===== src/rtl/key_debounce_pkg.sv =====
// Shared types and constants for the push-key conditioning path.
package key_pkg;

  localparam int KEY_DEBOUNCE_50MHZ = 1_000_000;

  // Gray-ordered so that every legal transition flips a single state bit.
  typedef enum logic [1:0] {
    IDLE         = 2'b00,
    PRESS_WAIT   = 2'b01,
    PRESSED      = 2'b11,
    RELEASE_WAIT = 2'b10
  } key_state_e;

  function automatic int cnt_width(input int cycles);
    return (cycles > 1) ? $clog2(cycles) : 1;
  endfunction

endpackage


===== src/rtl/key_debounce_sync_2ff.sv =====
// Two-flop synchroniser for asynchronous pins, reset to a selectable idle level.
module sync_2ff #(
  parameter logic RESET_VAL = 1'b0
) (
  input  logic clk,
  input  logic rst,
  input  logic d_i,
  output logic q_o
);

  logic s1_q;
  logic s2_q;

  // NOTE: non-blocking assignments make s2 take the old s1, giving a real two-stage shift.
  always_ff @(posedge clk or posedge rst) begin
    if (rst) begin
      s1_q <= RESET_VAL;
      s2_q <= RESET_VAL;
    end else begin
      s1_q <= d_i;
      s2_q <= s1_q;
    end
  end

  assign q_o = s2_q;

endmodule


===== src/rtl/key_debounce.sv =====
// Push-key conditioner: synchronise, normalise polarity, debounce, and emit
// a clean level with one-cycle press/release strobes.
module key_debounce
  import key_pkg::*;
#(
  parameter int DEBOUNCE_CYCLES = KEY_DEBOUNCE_50MHZ,
  parameter bit ACTIVE_LOW      = 1'b1
) (
  input  logic clk,
  input  logic rst,
  input  logic in_i,
  output logic out_o,
  output logic press_o,
  output logic release_o
);

  localparam int              CNT_W    = cnt_width(DEBOUNCE_CYCLES);
  localparam logic [CNT_W-1:0] CNT_LAST = CNT_W'(DEBOUNCE_CYCLES - 1);

  key_state_e       state_q;
  logic [CNT_W-1:0] cnt_q;
  logic             out_q;
  logic             press_q;
  logic             release_q;
  logic             pin_sync;
  logic             key_pressed;

  // Idle level preload keeps a released key from looking like an edge after reset.
  sync_2ff #(
    .RESET_VAL(ACTIVE_LOW)
  ) u_sync (
    .clk (clk),
    .rst (rst),
    .d_i (in_i),
    .q_o (pin_sync)
  );

  assign key_pressed = pin_sync ^ ACTIVE_LOW;

  always_ff @(posedge clk or posedge rst) begin
    if (rst) begin
      state_q   <= IDLE;
      cnt_q     <= '0;
      out_q     <= 1'b0;
      press_q   <= 1'b0;
      release_q <= 1'b0;
    end else begin
      press_q   <= 1'b0;
      release_q <= 1'b0;
      case (state_q)
        IDLE: begin
          if (key_pressed) begin
            state_q <= PRESS_WAIT;
            cnt_q   <= '0;
          end
        end
        PRESS_WAIT: begin
          if (!key_pressed) begin
            state_q <= IDLE;
            cnt_q   <= '0;
          end else if (cnt_q == CNT_LAST) begin
            state_q <= PRESSED;
            cnt_q   <= '0;
            out_q   <= 1'b1;
            press_q <= 1'b1;
          end else begin
            cnt_q <= cnt_q + CNT_W'(1);
          end
        end
        PRESSED: begin
          if (!key_pressed) begin
            state_q <= RELEASE_WAIT;
            cnt_q   <= '0;
          end
        end
        RELEASE_WAIT: begin
          if (key_pressed) begin
            state_q <= PRESSED;
            cnt_q   <= '0;
          end else if (cnt_q == CNT_LAST) begin
            state_q   <= IDLE;
            cnt_q     <= '0;
            out_q     <= 1'b0;
            release_q <= 1'b1;
          end else begin
            cnt_q <= cnt_q + CNT_W'(1);
          end
        end
        default: begin
          state_q <= IDLE;
          cnt_q   <= '0;
          out_q   <= 1'b0;
        end
      endcase
    end
  end

  assign out_o     = out_q;
  assign press_o   = press_q;
  assign release_o = release_q;

endmodule


===== config.mk =====
export PLATFORM = sky130hd
export DESIGN_NAME = key_debounce
export DESIGN_NICKNAME = d
export VERILOG_FILES = /design/src/rtl/key_debounce_pkg.sv /design/src/rtl/key_debounce_sync_2ff.sv /design/src/rtl/key_debounce.sv
export SDC_FILE = /design/constraint.sdc
export NUM_CORES = 1
export LEC_CHECK = 0
export ABC_AREA = 1
export CORE_MARGIN = 2
export CORE_UTILIZATION = 60
export DETAILED_ROUTE_END_ITERATION = 7
export GPL_ROUTABILITY_DRIVEN = 0
export PLACE_DENSITY_LB_ADDON = 0.25
export SYNTH_ARGS = -nofsm -noshare
export SYNTH_HDL_FRONTEND = slang
export SYNTH_HIERARCHICAL = 1
export SYNTH_SLANG_ARGS = --single-unit

===== constraint.sdc =====
create_clock -name clk -period 2 [get_ports clk]
set_input_delay 0.3 -clock clk [delete_from_list [all_inputs] [get_ports clk]]
set_output_delay 0.3 -clock clk [all_outputs]
set_load 0.05 [all_outputs]

==> summary.md, run 1 <==
| Metric | Value |
|---|---|
| Vias in the first global route | 1324 |
| Clk Latency, worst-skew pair | 0.32 ns |
| Clock buffer depth | 2 |
| Max FO, Critical Path | 2 |
| Clock period minus worst slack | 1.78 ns |
| Worst Hold Class | input port to asynchronous set/reset pin |
| Setup TNS | 0 ns |
| Gr usage total | 21.9% |
| Root Driver | clkbuf_4 |
| Worst endpoint required time | 1.70 ns |
| Leakage | 0.000785 uW |
| Sw power | 485 uW |
| Synth warn | 6 |
| FILL cells | 263 |
| DIE AREA | 3370 um2 |
| Worst r2r dst | cnt_q[18] |
| Ports | 6 |
| H-tree levels | 1 |
| Routed Antenna Nets | 0 |
| CTS tree | yes |
| Post-synthesis cell area | 1750 um2 |
| Routed WL | 3010 um |
| Sink Count | 27 |
| Syn Nets | 240 |
| Gate power share | 33.0% |
| PD cells | 686 nW/um2 |
| Setup violators final | 0 |
| Final net count | 249 |
| Post-synthesis sequential area ratio | 38.7% |
| Row count | 19 |
| Vias after detailed routing | 1384 |
| Antenna Cells | 0 |
| Synth Area per Inst | 7.56 um2 |
| Fmax | 0.561 GHz |
| Worst slew margin | 66.2% |
| CTS resizes | 0 |
| Initial antenna violation count | 0 |
| Die height | 58.1 um |
| CP cell instances | clkdlybuf4s50_1 |
| GR Overflow Total | 0 |
| Top Family by Delay on Critical Path | buffers and inverters |
| Commonest non-fill, non-tap cell in the layout | nand2_1 |
| Seq cells post-synth | 27 |
| R2R Path Start | cnt_q[0] |
| Status | complete, no violations |
| Routed wire per std cell | 11.1 um |
| CP endpoint kind | output pin |
| First-pass GRT wire length | 5730 um |
| Sum of buffers and inverters on the critical path | 1 |
| Total CTS buffers | 3 |
| Chip width | 58.1 um |
| Final core utilization | 67.2% |
| Clock group share of total power | 18.0% |
| Final hold violations | 0 |
| HPWL Detailed | 2330 um |
| Power share of the sequential group | 49.0% |
| WHS | 0.303 ns |
| Syn Inst Count | 232 |
| Setup Skew | 0.00717 ns |
| CP max stage delay | 0.81 ns |
| Worst Tran Pin Value | 0.505 ns |
| Distinct cell type count of the synthesized netlist | 26 |
| Most frequent cells in the layout | nand2_1 (74), inv_1 (26), nor2_1 (25), dfrtp_1 (25), nand3_1 (16) |
| CP startpoint kind | flip-flop |
| RSZ-0062 raised after global routing | no |
| Worst Path Arrival | 1.48 ns |
| Sw Ratio | 38.2% |
| # hold bufs at CTS | 0 |
| Internal Power | 784 uW |
| Pin count of the biggest net entering global routing | 26 |
| R2R setup slack | 0.30 ns |
| Max Cap Viol | 0 |
| Initial DRC count | 43 |
| Setup Buffers After CTS | 0 |
| Starting Density | 63.6% |
| Via-to-Cell Ratio | 5.11 |
| Worst R2R Path Depth | 8 |
| Critical path class | flip-flop to output pin |
| Max VDD drop | 0.847 mV |
| Period utilization | 89.2% |
| Slowest stage cell, crit path | clkdlybuf4s50_1 |
| Reg clk slew, reported paths | 0.13 ns |
| Port Buf Inserts | 5 |
| TritonRoute pass-1 iters | 4 |
| Ys async rst share | 100% |
| Remaining DRCs | 0 |
| Area Overhead vs Synth | 5.56% |
| Total core area | 2760 um2 |
| Synth Flop Type | dfrtp_1 |
| Layout cells sized above 1 | 13.3% |
| Final max-slew violation count | 0 |
| EDFF count, synth | 0 |
## worst max-delay path by stage
stage / from / to / slack (ns) / cells past startpoint
floorplan: state_q[0] / cnt_q[17] / 0.57 / 10
global placement: cnt_q[0] / cnt_q[18] / 0.33 / 8
detailed placement: cnt_q[0] / cnt_q[18] / 0.30 / 8
CTS: out_o / out_o / 0.20 / 1
global route: cnt_q[0] / cnt_q[1] / 0.13 / 8
finish: out_o / out_o / 0.22 / 1
## kinds of logic (layout without fill, tap and decap cells)
group	after synthesis	after routing	share of synthesized area, %
AND/OR/NAND/NOR	134	134	34.9
buffers and inverters	30	38	7.42
flip-flops	27	27	38.7
AO/OA/AOI/OAI	25	25	9.99
XOR/XNOR	11	11	5.49
adder cells (fa/ha/maj)	5	5	3.57
## synthesized netlist by cell type, types with 2 or more instances
library cell / number / area share [%]
nand2_1: 74 / 16
inv_1: 26 / 5.6
dfrtp_1: 25 / 36
nor2_1: 25 / 5.3
nand3_1: 16 / 4.6
o21ai_2: 9 / 4.5
xor2_1: 7 / 3.5
nand2_2: 6 / 2.1
o21ai_0: 6 / 1.7
o21ai_1: 6 / 1.7
ha_1: 5 / 3.6
xnor2_1: 4 / 2.0
nand4_1: 3 / 1.1
nor2_4: 3 / 1.9
a21oi_1: 2 / 0.57
dfstp_2: 2 / 3.0
inv_2: 2 / 0.43
nand3_4: 2 / 2.0
nor2_2: 2 / 0.71
## layer usage
layer  up-vias  track usage [%]  wire [um]
met2        20             36.9       1420
met5         -                0          0
li1        738                -          -
met4         0             6.98         47
met1       621             29.1       1460
met3         5             2.90         84
## registers in the layout (all words and copies together) (netlist names)
| register | flops |
|---|---|
| cnt_q | 20 |
| state_q | 2 |
| out_o | 1 |
| press_o | 1 |
| release_o | 1 |
| u_sync/q_o | 1 |
| u_sync/s1_q | 1 |
## per-stage QoR
stage	worst slack, ns	instances	total power [uW]	area, um2
finish	0.217	271	1270	1850
global route	0.134	271	1390	1850
CTS	0.196	271	1280	1850
detailed placement	0.305	267	1050	1830
global placement	0.329	267	1050	1830
floorplan	0.567	232	994	1750
## area by class of cell
cell class	instances	area [um2]	area share, %
multi-input combinational	175	946	51.1
sequential	27	678	36.6
inverter	28	105	5.68
timing repair buffer	6	57.6	3.11
tap	31	38.8	2.09
clock buffer	4	26.3	1.42
## power groups by stage
stage                     logic (uW)  clock network [uW]  registers, uW
final                            418                 229            622
after global routing             495                 264            629
after CTS                        422                 239            622
after detailed placement         420                   0            633
after global placement           413                   0            632
after floorplan                  371                   0            623
Power figures use the tool's default switching activity.
==> run 2, diff against run 1 <==
CORE_UTILIZATION = 63   (was 60)
DONT_BUFFER_PORTS = 1   (was default)
SETUP_SLACK_MARGIN = 0.02   (was default)
==> run 2 against run 1 <==
Against the previous run:
- first-iteration DRC count up 40%
- sequential power about the same
- register-to-register slack worse by 0.04 ns
- clock power up 3%
- routed wire length up 6.1%
- clock skew up 0.00059 ns
- fmax up 2.7%
- setup slack better by 0.047 ns
==> summary.md, run 2 (same netlist as run 1, synthesis figures left out) <==
| Metric | Value |
|---|---|
| Status | complete, no violations (unchanged) |
| Final net count | 246 (was 249) |
| Clock group share of total power | 18.3% (was 18.0%) |
| CP endpoint kind | flip-flop (was output pin) |
| Row count | 19 (unchanged) |
| Layout cells sized above 1 | 13.5% (was 13.3%) |
| Worst Path Arrival | 1.96 ns (was 1.48 ns) |
| Routed Antenna Nets | 0 (unchanged) |
| Gr usage total | 22.4% (was 21.9%) |
| Min-delay src | u_sync/s1_q |
| PD cells | 703 nW/um2 (was 686 nW/um2) |
| Setup violators final | 0 (unchanged) |
| Leakage | 0.000774 uW (was 0.000785 uW) |
| Largest register by flop count | cnt_q (unchanged) |
| Ports | 6 (unchanged) |
| Root Driver | clkbuf_4 (unchanged) |
| Routed wire per std cell | 11.9 um (was 11.1 um) |
| Port Buf Inserts | 0 (was 5) |
| Total core area | 2710 um2 (was 2760 um2) |
| Clock period minus worst slack | 1.74 ns (was 1.78 ns) |
| Routed WL | 3200 um (was 3010 um) |
| First-pass GRT wire length | 5670 um (was 5730 um) |
| Period utilization | 86.8% (was 89.2%) |
| Layout Cells excl Fill | 268 (was 271) |
| DIE AREA | 3220 um2 (was 3370 um2) |
| Setup TNS | 0 ns (unchanged) |
| Final hold violations | 0 (unchanged) |
| Slowest stage cell, crit path | dfrtp_1 (was clkdlybuf4s50_1) |
| Worst Tran Pin Value | 0.472 ns (was 0.505 ns) |
| CP startpoint kind | flip-flop (unchanged) |
| Pin count of the biggest net entering global routing | 26 (unchanged) |
| Sink Count | 27 (unchanged) |
| Final max-slew violation count | 0 (unchanged) |
| Worst Hold Class | flip-flop to flip-flop (was input port to asynchronous set/reset pin) |
| RSZ-0062 raised after global routing | no (unchanged) |
| Clk Latency, worst-skew pair | 0.32 ns (about the same) |
| Die height | 56.8 um (was 58.1 um) |
| Commonest non-fill, non-tap cell in the layout | nand2_1 (unchanged) |
| Chip width | 56.8 um (was 58.1 um) |
| Hold Path Sink | u_sync/q_o |
| Clock buffer depth | 2 (unchanged) |
| Setup Skew | 0.00776 ns (was 0.00717 ns) |
| Reg clk slew, reported paths | 0.14 ns (was 0.13 ns) |
| Max reg flops | 20 (unchanged) |
| Most frequent cells in the layout | nand2_1 (74), inv_1 (26), nor2_1 (25), dfrtp_1 (25), nand3_1 (16) (unchanged) |
| CP cell instances | ha_1 -> nand2_2 -> nor2_4 -> nand3_4 -> nand3_4 -> inv_1 -> nand2_1 -> nand2_1 (was clkdlybuf4s50_1) |
| R2R setup slack | 0.26 ns (was 0.30 ns) |
| Top Registers | cnt_q: 20 flops, state_q: 2 flops (unchanged) |
| Power share of the sequential group | 48.6% (was 49.0%) |
| Max FO, Critical Path | 18 (was 2) |
| Sw Ratio | 38.8% (was 38.2%) |
| Worst r2r dst | cnt_q[18] (unchanged) |
| Worst slew margin | 68.5% (was 66.2%) |
| TritonRoute pass-1 iters | 4 (unchanged) |
| CP max stage delay | 0.48 ns (was 0.81 ns) |
| HPWL Detailed | 2460 um (was 2330 um) |
| Fmax | 0.576 GHz (was 0.561 GHz) |
| Initial antenna violation count | 0 (unchanged) |
| Starting Density | 64.7% (was 63.6%) |
| Min-Delay Path Depth | 0 |
| Total CTS buffers | 3 (unchanged) |
| Vias in the first global route | 1324 (unchanged) |
| Initial DRC count | 60 (was 43) |
| Worst R2R Path Depth | 8 (unchanged) |
| Remaining DRCs | 0 (unchanged) |
| GR Overflow Total | 0 (unchanged) |
| Internal Power | 784 uW (about the same) |
| Critical path class | flip-flop to flip-flop (was flip-flop to output pin) |
| R2R Path Start | cnt_q[0] (unchanged) |
| CTS tree | yes (unchanged) |
| Top Family by Delay on Critical Path | simple AND/OR/NAND/NOR gates (was buffers and inverters) |
| Max Cap Viol | 0 (unchanged) |
| Vias after detailed routing | 1409 (was 1384) |
| Gate power share | 33.0% (about the same) |
| CTS resizes | 0 (unchanged) |
| Worst endpoint required time | 2.23 ns (was 1.70 ns) |
| Sum of buffers and inverters on the critical path | 1 (unchanged) |
| Sw power | 496 uW (was 485 uW) |
| Via-to-Cell Ratio | 5.26 (was 5.11) |
| Area Overhead vs Synth | 3.85% (was 5.56%) |
| H-tree levels | 1 (unchanged) |
| Antenna Cells | 0 (unchanged) |
| Cells after DPL | 262 (was 267) |
| Max VDD drop | 0.765 mV (was 0.847 mV) |
[run 2: worst max-delay path by stage]
stage	start	endpoint	slack, ns	depth (start not counted)
final	cnt_q[0]	cnt_q[18]	0.26	8
after global placement	cnt_q[0]	cnt_q[18]	0.34	8
after detailed placement	cnt_q[0]	cnt_q[18]	0.28	8
after floorplan	state_q[0]	cnt_q[17]	0.57	10
after CTS	cnt_q[0]	cnt_q[18]	0.26	8
after global routing	cnt_q[0]	cnt_q[18]	0.12	8
[run 2: worst register-to-register path, delay by kind of cell (launching register included)]
family / cells / cell delay (ns)
simple gates: 6 / 0.79
fa+ha+maj: 1 / 0.27
flops: 1 / 0.48
buf+inv: 1 / 0.12
[run 2: area by class of cell]
class	count	area, um2
multi-input cells	175	946
clock buffers	4	26.3
flip-flops and latches	27	678
well taps	31	38.8
fillers	242	888
repair buffers	3	27.5
inverters	28	105
[run 2: stage by stage]
stage	instance area (um2)	power (uW)	worst slack (ns)	util (%)	hold slack, ns
5_1_grt	1820	1380	0.123	67.2	0.377
3_5_place_dp	1780	1060	0.282	65.5	0.233
4_1_cts	1820	1300	0.263	67.2	0.373
2_1_floorplan	1750	994	0.567	-	0.212
3_3_place_gp	1780	1040	0.336	65.5	0.222
6_report	1820	1280	0.264	67.2	0.371
[run 2: power by group through the flow]
stage | clock, uW | sequential, uW | combinational (uW)
after floorplan | 0 | 623 | 371
after global placement | 0 | 629 | 408
after detailed placement | 0 | 634 | 421
after CTS | 247 | 624 | 425
after global routing | 260 | 629 | 496
final | 235 | 623 | 423
[run 2: what timing repair did]
action                    in CTS  in global routing
hold buffers                   2                  0
buffers inserted               0                  0
hold endpoints to repair      28                  0
[run 2: layer usage]
layer / wire length [um] / part of all wire, % / GRT usage [%] / up-vias
met5: 0 / 0 / 0 / -
met4: 33 / 1.0 / 7.64 / 0
met3: 73 / 2.3 / 2.30 / 4
met2: 1570 / 49 / 37.7 / 22
met1: 1520 / 48 / 29.9 / 650
li1: - / - / - / 733
